### src/rtl/symbol_seq_pkg.sv
// Shared types and constants for the symbol sequencer.
package symbol_seq_pkg;
    localparam int SYM_W        = 4;
    localparam int WORD_W       = 32;
    localparam int LANE_SEL_W   = 2;
    localparam int SYM_PER_WORD = 8;

    typedef enum logic [1:0] {
        IDLE = 2'd0,
        EMIT = 2'd1,
        GAP  = 2'd2
    } state_t;
endpackage

### src/rtl/symbol_sequencer_byte_lane_mux.sv
// Selects one byte lane of a 32-bit word.
module byte_lane_mux
    import symbol_seq_pkg::*;
(
    input  logic [WORD_W-1:0]     word,
    input  logic [LANE_SEL_W-1:0] sel,
    output logic [7:0]            lane
);
    assign lane = word[{sel, 3'b000} +: 8];
endmodule

### src/rtl/symbol_sequencer.sv
// Splits 32-bit words into eight 4-bit symbols, low nibble of byte 0 first, with optional pacing.
// Optional accepted-symbol counter enabled by SEQ_CNT_EN.
module symbol_sequencer
    import symbol_seq_pkg::*;
#(
    parameter int SYM_PERIOD = 1
`ifdef SEQ_CNT_EN
    ,
    parameter int CNT_W = 16
`endif
) (
    input  logic              inClk,
    input  logic              inRst,
    input  logic              inValid,
    input  logic [WORD_W-1:0] inWord,
    output logic              outReady,
    output logic              outSymValid,
    output logic [SYM_W-1:0]  outSym,
    output logic              outLast,
    input  logic              inSymReady,
    output logic              outBusy
`ifdef SEQ_CNT_EN
    ,
    output logic [CNT_W-1:0]  outSymCnt
`endif
);
    localparam logic [7:0] GAP_LOAD = 8'(SYM_PERIOD - 1);

    state_t                state;
    logic [WORD_W-1:0]     word;
    logic [LANE_SEL_W-1:0] idx;
    logic                  nib;
    logic [7:0]            cnt;
    logic [7:0]            lane;
    logic                  is_last;

    byte_lane_mux u_mux (
        .word (word),
        .sel  (idx),
        .lane (lane)
    );

    assign is_last     = (idx == 2'd3) && nib;
    assign outReady    = (state == IDLE);
    assign outBusy     = (state != IDLE);
    assign outSymValid = (state == EMIT);
    assign outLast     = (state == EMIT) && is_last;
    // Symbol is forced to zero outside EMIT so idle/gap cycles show a clean bus.
    assign outSym      = (state == EMIT) ? (nib ? lane[7:4] : lane[3:0]) : '0;

    always_ff @(posedge inClk) begin
        if (inRst) begin
            state <= IDLE;
            word  <= '0;
            idx   <= '0;
            nib   <= 1'b0;
            cnt   <= '0;
        end else begin
            case (state)
                IDLE: begin
                    if (inValid) begin
                        word  <= inWord;
                        idx   <= '0;
                        nib   <= 1'b0;
                        state <= EMIT;
                    end
                end
                EMIT: begin
                    if (inSymReady) begin
                        if (is_last) begin
                            state <= IDLE;
                        end else begin
                            {idx, nib} <= {idx, nib} + 3'd1;
                            if (SYM_PERIOD > 1) begin
                                state <= GAP;
                                cnt   <= GAP_LOAD;
                            end
                        end
                    end
                end
                GAP: begin
                    cnt <= cnt - 8'd1;
                    if (cnt == 8'd1) state <= EMIT;
                end
                default: state <= IDLE;
            endcase
        end
    end

`ifdef SEQ_CNT_EN
    logic [CNT_W-1:0] sym_cnt;

    always_ff @(posedge inClk) begin
        if (inRst)                          sym_cnt <= '0;
        else if (outSymValid && inSymReady) sym_cnt <= sym_cnt + 1'b1;
    end

    assign outSymCnt = sym_cnt;
`endif
endmodule
### config.mk
export PLATFORM = sky130hd
export DESIGN_NAME = symbol_sequencer
export DESIGN_NICKNAME = d
export VERILOG_FILES = /design/src/rtl/symbol_seq_pkg.sv /design/src/rtl/symbol_sequencer_byte_lane_mux.sv /design/src/rtl/symbol_sequencer.sv
export SDC_FILE = /design/constraint.sdc
export NUM_CORES = 1
export LEC_CHECK = 0
export CORE_UTILIZATION = 51
export CTS_CLUSTER_SIZE = 20
export DETAILED_ROUTE_END_ITERATION = 16
export PLACE_DENSITY = 0.84
export SYNTH_ARGS = -nofsm -noshare
export SYNTH_HDL_FRONTEND = slang
export SYNTH_HIERARCHICAL = 1
export SYNTH_SLANG_ARGS = --single-unit
### constraint.sdc
create_clock -name inClk -period 5.4 [get_ports inClk]
set_input_delay 1.62 -clock inClk [delete_from_list [all_inputs] [get_ports inClk]]
set_output_delay 1.62 -clock inClk [all_outputs]
set_load 0.05 [all_outputs]
==> metrics list <==
* Fin crit period: ~4200 ps
- Highest net fanout along the worst path: 14
- After floorplanning, the core was sized to cover 2850 µm².
* Final weighted congestion of routability-driven global placement: approximately 0.77
- Endpoint arrival time on the critical path: between 2000 and 3000 ps
- Fraction of layout cells with a size suffix above 1: 8.04%
* Die X-Extent: between 50 and 60 µm
* Resize count post-CTS: 0
- Clk sink count: 36
- The die is roughly 58 µm tall.
* Final clock skew: 7.38 ps
- Violated checks: design-rule violations
- Setup TNS: 0 ps
* Placed instance area: around 2000 µm²
- Slew at the pin closest to its max-slew limit: 1270 ps
* Number of antenna violations at the first check in global routing: 0
- Cells after synthesis: approximately 190
* TritonCTS clock tree: built
- Number of buffers between clock root and the deepest sink: 2
- Maximum level of the CTS H-tree: 2
- Sequential element share of the synthesized area: 45.4%
- Number of storage elements in the synthesis netlist: 36
- Post-layout instance area: between 2000 and 2500 µm²
- Skew-Pair Late Insertion Delay: 330 ps
- Mean number of vias per cell: approximately 5.6
- Once the floorplan was initialized, standard cells occupied a little under three fifths of the core.
- Layout net count: 260
- Remaining design rule violation count: 3
* Endpoint class of the critical path: primary output
- Setup repair after global routing left no endpoint under its margin.
- First-pass GRT wire length: between 5000 and 6000 µm
- Relative slew slack: between 15 and 20%
- Cell Area, Synth: between 1500 and 2000 µm²
* Total gr overflow: 0
- Number of distinct library cell variants in the gate-level netlist after synthesis: 25
- Run status: complete, but fails checks
- Final setup violation count: 0
- TritonCTS created 5 clock buffers.
- Once detail routing completed, the nets flagged for antenna violations numbered 0.
- Initial DRT Pass Iterations: 10
- Across the run, the number of max-cap violations was 0.
* Count of input and output buffers: 43
- Synthesis-to-finish area growth: 32.3%
- Ranked by total cell area, the synthesized netlist is headed by sky130_fd_sc_hd__dfxtp_1 (45%), sky130_fd_sc_hd__nand2_1 (16%), sky130_fd_sc_hd__mux4_2 (11%).
* Area share of the leading cell type in the synthesized netlist: 45.4%
- Total die area: 3340 µm²
- Count of inserted antenna diode cells: 0
* Post-DP HPWL: roughly 2600 µm
- Period utilisation layout: between 70% and 80%
- Worst-path clk slew: 120 ps
- In the global route stage, overall resource usage came out at between 20% and 30%.
* Pins over their slew limit: 0
* Nets in the synthesized netlist: approximately 230
* Cell accounting for the most synthesized area: sky130_fd_sc_hd__dfxtp_1
- # IOs: 44
- Number of enable flip-flop cells after synthesis: 0
- The floorplan has 19 rows.
- The via count of the first global-routing pass is between 1k and 1.5k.
* Achievable clock frequency: around 240 MHz
- Data on the critical path is required at its endpoint by approximately 3800 ps.
* Initial detailed-routing violation count: 64
- The final layout contains routed wiring with a total length of about 3700 µm.
- Entering global routing, the biggest net connects 37 pins.
- Most used flip-flop cell after synthesis: sky130_fd_sc_hd__dfxtp_1
- Number of buffers inserted to repair setup after CTS: 0
* Endpoints failing hold: 0
* Power density normalized to cell area: around 320 nW/µm²
- The worst setup path is of the reg2out kind.
* Overall via count from detail_route: between 1k and 1.5k
- Worst Setup Start Kind: flop
* Static leakage: between 0.7 and 0.8 nW
- Counting flops with an async set or reset pin after synthesis yields a share of 0%.
* Warnings, synthesis: 6
- The path class of the tightest hold or removal check is reg2reg.
- The tree is rooted in a sky130_fd_sc_hd__clkbuf_4.
- A synthesized cell averages approximately 8.4 µm².
* Number of buffers inserted by hold repair at cts: 0
- Largest vdd supply drop: roughly 0.22 mV
* Wire per inst: ~15 µm
## where the power goes
| part | switching [mW] | internal (mW) |
|---|---|---|
| combinational | 0.0417 | 0.0459 |
| clock | 0.0927 | 0.191 |
| sequential | 0.0138 | 0.280 |
| total | 0.148 | 0.517 |
## cells in the mapped netlist, types with 2 or more instances
cell type / instances
sky130_fd_sc_hd__a21oi_1: 35
sky130_fd_sc_hd__buf_2: 8
sky130_fd_sc_hd__buf_4: 2
sky130_fd_sc_hd__clkbuf_1: 4
sky130_fd_sc_hd__dfxtp_1: 36
sky130_fd_sc_hd__inv_1: 2
sky130_fd_sc_hd__mux2i_1: 4
sky130_fd_sc_hd__mux4_2: 8
sky130_fd_sc_hd__nand2_1: 68
sky130_fd_sc_hd__nand3_1: 2
sky130_fd_sc_hd__nor2_1: 6
## routing by layer
layer | GRT usage [%] | share of wire [%] | wire [µm]
met1 | 26.7 | 43 | 1590
met2 | 41.2 | 49 | 1830
met3 | 4.69 | 4.9 | 182
met4 | 11.9 | 3.1 | 117
met5 | 0 | 0 | 0
## cell usage in the layout, fill, tap and decap left out, drive strengths merged
master	n
mux4	8
a311oi	1
a21oi	35
nand4	1
o22ai	1
clkdlybuf4s50	43
clkbuf	5
nand3	2
mux2i	4
nand2	68
a21bo	1
nor4	1
a31oi	1
ha	1
nand2b	1
inv	3
or3	1
nor2	6
a311o	1
bufinv	3
dfxtp	36
nor2b	1
## state kept, by name, summed over array words and instances, names as in the netlist
signal and count:
state 1, idx 2, nib 1, word 32
## stage by stage
| step | std cells | hold WS (ps) | worst slack [ps] | utilization (%) | power, mW |
|---|---|---|---|---|---|
| after floorplan | 189 | 433 | 2050 | - | 0.349 |
| after global placement | 247 | 444 | 1570 | 69.1 | 0.383 |
| after detailed placement | 247 | 448 | 1500 | 69.1 | 0.388 |
| after CTS | 255 | 464 | 1110 | 73.6 | 0.667 |
| after global routing | 255 | 483 | 1010 | 73.6 | 0.686 |
| final | 255 | 464 | 1160 | 73.6 | 0.665 |
## cells by family after synthesis
group	share of synthesized area [%]
buffers and inverters	6.15
AOI/OAI and AO/OA	13.6
and+or+nand+nor	20.1
DFF	45.4
muxes	13.9
adders and majority gates	0.789
## path summary, 6_finish.rpt
| path | from | slack [ps] | end | depth (start not counted) |
|---|---|---|---|---|
| setup / recovery | idx[0] | 1160 | outSym[1] | 4 |
| hold / removal | word[27] | 460 | word[27] | 2 |
| setup reg to reg | state[0] | 3420 | word[14] | 3 |
| hold reg to reg | word[27] | 460 | word[27] | 2 |
## final cells by class
type | instances | area [µm²]
multi-input combinational | 134 | 771
fill | 254 | 753
sequential | 36 | 721
timing repair buffer | 43 | 430
clock inverter | 3 | 90.1
tap | 31 | 38.8
clock buffer | 5 | 37.5
inverter | 3 | 11.3
## critical path, cell delays in order, from the launching register on
cell	delay (ps)
sky130_fd_sc_hd__dfxtp_1	780
sky130_fd_sc_hd__mux4_2	600
sky130_fd_sc_hd__mux2i_1	150
sky130_fd_sc_hd__nor2_1	50
sky130_fd_sc_hd__clkdlybuf4s50_1	700
(Power assumes the default switching activity.)
